`src/rtl/chopper_sequencer.sv`:
```
// Fixed-off-time chopper for one coil phase: BLANK -> ON -> OFF cycling with
// a shared down-counter and a sticky fault after repeated short cycles.
module chopper_sequencer #(
  parameter int WIDTH       = 10,
  parameter int FAULT_LIMIT = 4
) (
  input  logic             clk,
  input  logic             resetn,
  input  logic             enable,
  input  logic [WIDTH-1:0] blank_time,
  input  logic [WIDTH-1:0] off_time,
  input  logic             overcurrent,
  input  logic             fault_clear,
  output logic             phase_on,
  output logic             blanking,
  output logic             off_start,
  output logic             fault,
  output logic [WIDTH-1:0] timer
);

  typedef enum logic [1:0] {S_IDLE, S_BLANK, S_ON, S_OFF} state_t;

  localparam logic [2:0] LIMIT = 3'(FAULT_LIMIT);

  state_t           state_reg;
  logic [WIDTH-1:0] count_reg;
  logic [2:0]       short_reg;
  logic             first_on_reg;
  logic             off_start_reg;
  logic             fault_reg;

  logic [2:0] short_inc;
  logic       short_hit;

  assign short_inc = short_reg + 3'd1;
  // The short cycle that reaches the limit trips the fault instead of entering OFF.
  assign short_hit = enable && (state_reg == S_ON) && overcurrent &&
                     first_on_reg && (short_inc == LIMIT);

  always_ff @(posedge clk or negedge resetn) begin
    if (!resetn) begin
      state_reg     <= S_IDLE;
      count_reg     <= '0;
      short_reg     <= '0;
      first_on_reg  <= 1'b0;
      off_start_reg <= 1'b0;
      fault_reg     <= 1'b0;
    end else begin
      off_start_reg <= 1'b0;
      first_on_reg  <= 1'b0;
      if (!enable) begin
        state_reg <= S_IDLE;
        count_reg <= '0;
        short_reg <= '0;
      end else begin
        case (state_reg)
          S_IDLE: begin
            if (!fault_reg) begin
              state_reg <= S_BLANK;
              count_reg <= blank_time;
            end
          end
          S_BLANK: begin
            if (count_reg != '0) begin
              count_reg <= count_reg - 1'b1;
            end else begin
              state_reg    <= S_ON;
              first_on_reg <= 1'b1;
            end
          end
          S_ON: begin
            if (overcurrent) begin
              short_reg <= first_on_reg ? short_inc : 3'd0;
              if (short_hit) begin
                fault_reg <= 1'b1;
                state_reg <= S_IDLE;
              end else begin
                state_reg     <= S_OFF;
                count_reg     <= off_time;
                off_start_reg <= 1'b1;
              end
            end else begin
              first_on_reg <= 1'b0;
            end
          end
          S_OFF: begin
            if (count_reg != '0) begin
              count_reg <= count_reg - 1'b1;
            end else begin
              state_reg <= S_BLANK;
              count_reg <= blank_time;
            end
          end
          default: begin
            state_reg <= S_IDLE;
            count_reg <= '0;
          end
        endcase
      end
      // A clear coinciding with a new fault loses, so the fault is never missed.
      if (fault_clear && !short_hit) begin
        fault_reg <= 1'b0;
        short_reg <= '0;
      end
    end
  end

  assign phase_on  = (state_reg == S_BLANK) || (state_reg == S_ON);
  assign blanking  = (state_reg == S_BLANK);
  assign off_start = off_start_reg;
  assign fault     = fault_reg;
  assign timer     = count_reg;

endmodule

```
`config.mk`:
```
export PLATFORM = sky130hd
export DESIGN_NAME = chopper_sequencer
export DESIGN_NICKNAME = d
export VERILOG_FILES = /design/src/rtl/chopper_sequencer.sv
export SDC_FILE = /design/constraint.sdc
export NUM_CORES = 1
export LEC_CHECK = 0
export ABC_AREA = 0
export CAP_MARGIN = 20
export CELL_PAD_IN_SITES_DETAIL_PLACEMENT = 1
export CELL_PAD_IN_SITES_GLOBAL_PLACEMENT = 2
export CORE_ASPECT_RATIO = 2
export CORE_MARGIN = 5
export CORE_UTILIZATION = 25
export CTS_CLUSTER_DIAMETER = 120
export DETAILED_ROUTE_END_ITERATION = 8
export PLACE_DENSITY = 0.82
export SLEW_MARGIN = 30
export SYNTH_ARGS = -nofsm -noshare
export SYNTH_HDL_FRONTEND = slang
export SYNTH_SLANG_ARGS = --single-unit
```
`constraint.sdc`:
```
create_clock -name clk -period 1.85 [get_ports clk]
set_input_delay 0.185 -clock clk [delete_from_list [all_inputs] [get_ports clk]]
set_output_delay 0.185 -clock clk [all_outputs]
set_load 0.02 [all_outputs]
```
==> impl_results.md <==
- Antenna-violating nets left: 0
- Area growth from synthesis to layout: 56.5%
- Fmax: 0.538 GHz
- Max-slew violation count: 0
- Critical path endpoint category: flip-flop
- Critical path depth: 7
- Final Hold Fails: 0
- Setup ws final: -0.00959 ns
- Setup TNS: -0.00959 ns
- Peak supply drop: 1.04 mV
- Critical Path AT: 2.01 ns
- Worst R2R Setup Slack: -0.01 ns
- Run status: finished, violations left
- EDFF count, synth: 0
- Max-Cap Viols: 0
- Final setup violation count: 1
- Cts bufs inserted: 3
- Final worst-path cycle share: 1.01
- CTS sink count: 18
- GRT Util Overall: 0.145
- Asr flop ratio synth: 1.00
- Synthesized area per cell: 8.87 um^2
- CP max FO: 6
- Row Count: 38
- Root Driver: clkbuf_8
- Yosys warns: 0
- Critical-path cell list: inv_2 > ha_4 > nor3b_4 > and3_4 > mux2i_1 > o21ai_1 > a32o_2
- Slew headroom: 0.685
- Worst path top cell family by delay: simple AND/OR/NAND/NOR gates
- Hold-fix buffers at CTS: 0
- PortBufs: 38
- Number of global-route vias before repair: 1615
- Sequential element share of the synthesized area: 0.334
- Die X: 61.9 um
- DR WL/cell: 18.3 um
- Via Count: 1426
- Drt drc: 0
- Gr ovfl total: 0
- Reg clk slew, reported paths: 0.08 ns
- Synthesized Nets: 185
- Drt via density: 5.22
- Synthesized flop and latch total: 18
- Pre-antenna DRT Iters: 4
- Synth cell types: 44
- Ant. Diodes: 0
- Slew at the pin closest to its max-slew limit: 0.471 ns
- Die height: 114 um
- Ratio of cells with drive above 1 in the final layout: 0.272
- Biggest cell delay along the critical path: 0.42 ns
- Fin util: 0.396
- Initial antenna violation count: 0
- Die ar.: 0.00705 mm^2
- Nets: 247
- Largest register FFs: 10
- Clock skew: 0.00290 ns
- Failing checks: negative setup slack
- Post-synthesis cell count: 152
- Register Area: 453 um^2
- Crit Path Class: flip-flop to flip-flop
- Worst r2r path cells: 7
- Area of the multi-input gates: 888 um^2
- Fillers: 656
- Initial Util: 0.253
- Most common cell after layout, fill and taps aside: clkdlybuf4s50_1
- Clock buffer depth: 2
- CP Buf/Inv Count: 1
- Pwr Density: 1690 mW/mm^2
- H-tree Lvls: 1
- Setup WS pre-CTS: -0.0174 ns
- Clock insertion delay at the later pin of the skew report: 0.26 ns
- Area of the core: 0.00533 mm^2
- CP startpoint kind: flip-flop
- Post-synth top flop: dfrtp_1
- Worst R2R Start: timer[0]
- Gpl congestion: 0.781
- Worst Setup SP: timer[0]
- Post-Syn Area: 0.00135 mm^2
- Total wire length: 4990 um
- TritonCTS clock tree: yes
- IO Count: 39
- First-pass GRT wire length: 7760 um
- Slowest stage cell, crit path: dfrtp_2
- R2r endpoint: timer[0]
- HPWL after DPL: 3720 um
- RSZ-0062 raised after global routing: yes
- Hold Crit Class: primary input to async pin
- Leak Pwr: 0.891 nW
- Commonest cells after routing, fill and taps aside: clkdlybuf4s50_1 (36), buf_4 (24), nand2_1 (21), dfrtp_1 (16), inv_1 (13)
- Post-layout min period: 1.86 ns
- CP endpoint: timer[0]
- Largest net degree at the start of global routing: 19
- WP data required: 2.00 ns
- Initial DRC count: 20
## final cells by class
type                    instances  area share
clock buffers                   4      0.0261
inverters                      16      0.0285
multi-input cells             112       0.421
flip-flops and latches         18       0.215
well taps                      60      0.0356
repair buffers                 63       0.274
## cell families after synthesis
family                     Yosys count  synth area share
buffers and inverters               22            0.0733
and+or+nand+nor                     45             0.183
muxes                                3            0.0232
AOI/OAI and AO/OA                   50             0.273
xor gates and xnor gates             6            0.0390
adders and majority gates            8            0.0743
DFF                                 18             0.334
## repair_timing
item,CTS,global route
endpoints found under the setup margin,8,12
hold endpoints to repair,0,0
buffers inserted,0,2
gates resized for setup,9,10
pin swaps,0,2
## layer usage
layer,part of all wire,vias up,track usage
met3,0.043,5,0.0159
met5,0,-,0
met2,0.53,35,0.251
met4,0.0088,0,0.0354
met1,0.42,710,0.185
li1,-,676,-
## worst min path at each step
stage,startpoint,to,slack [ns],cells after the start
global route,resetn,timer[4],0.28,2
CTS,resetn,timer[4],0.28,2
finish,resetn,timer[4],0.27,2
global placement,short_reg[2],short_reg[2],0.47,2
floorplan,resetn,fault,-0.11,0
detailed placement,short_reg[2],short_reg[2],0.47,2
## Yosys cell counts, types with 2 or more instances
library cell / number / area share
o21ai_0: 8 / 0.030
nand4_1: 2 / 0.0093
ha_1: 8 / 0.074
inv_1: 16 / 0.045
xnor2_1: 5 / 0.032
a32oi_1: 3 / 0.020
nor3_1: 3 / 0.011
clkbuf_1: 3 / 0.0084
and3_1: 3 / 0.014
buf_6: 2 / 0.017
o21ai_1: 6 / 0.022
nand3_1: 2 / 0.0074
a22oi_1: 3 / 0.017
nor2_1: 3 / 0.0084
a21oi_1: 9 / 0.033
nand2b_1: 4 / 0.019
a32o_1: 5 / 0.037
dfrtp_1: 18 / 0.33
o221ai_1: 2 / 0.013
nand2_1: 22 / 0.061
mux2i_1: 2 / 0.015
## power breakdown
group,leakage (nW),internal [mW],switching (mW)
combinational,0.624,1.23,1.34
sequential,0.238,0.514,0.140
clock,0.0288,0.190,0.150
total,0.891,1.94,1.63
## worst register-to-register path: stages, from the launching register on
cell	delay (ns)
dfrtp_2	0.42
inv_2	0.08
ha_4	0.14
nor3b_4	0.23
and3_4	0.30
mux2i_1	0.20
o21ai_1	0.10
a32o_2	0.28
## per-stage QoR
| stage | power (mW) | instances | cell area, um^2 | hold WS, ns |
|---|---|---|---|---|
| final | 3.57 | 273 | 2110 | 0.267 |
| after global placement | 2.98 | 268 | 1990 | 0.466 |
| after floorplan | 2.03 | 152 | 1380 | -0.111 |
| after CTS | 3.46 | 272 | 2060 | 0.275 |
| after global routing | 3.81 | 273 | 2110 | 0.281 |
| after detailed placement | 3.05 | 268 | 1990 | 0.474 |
Power figures use the tool's default switching activity.
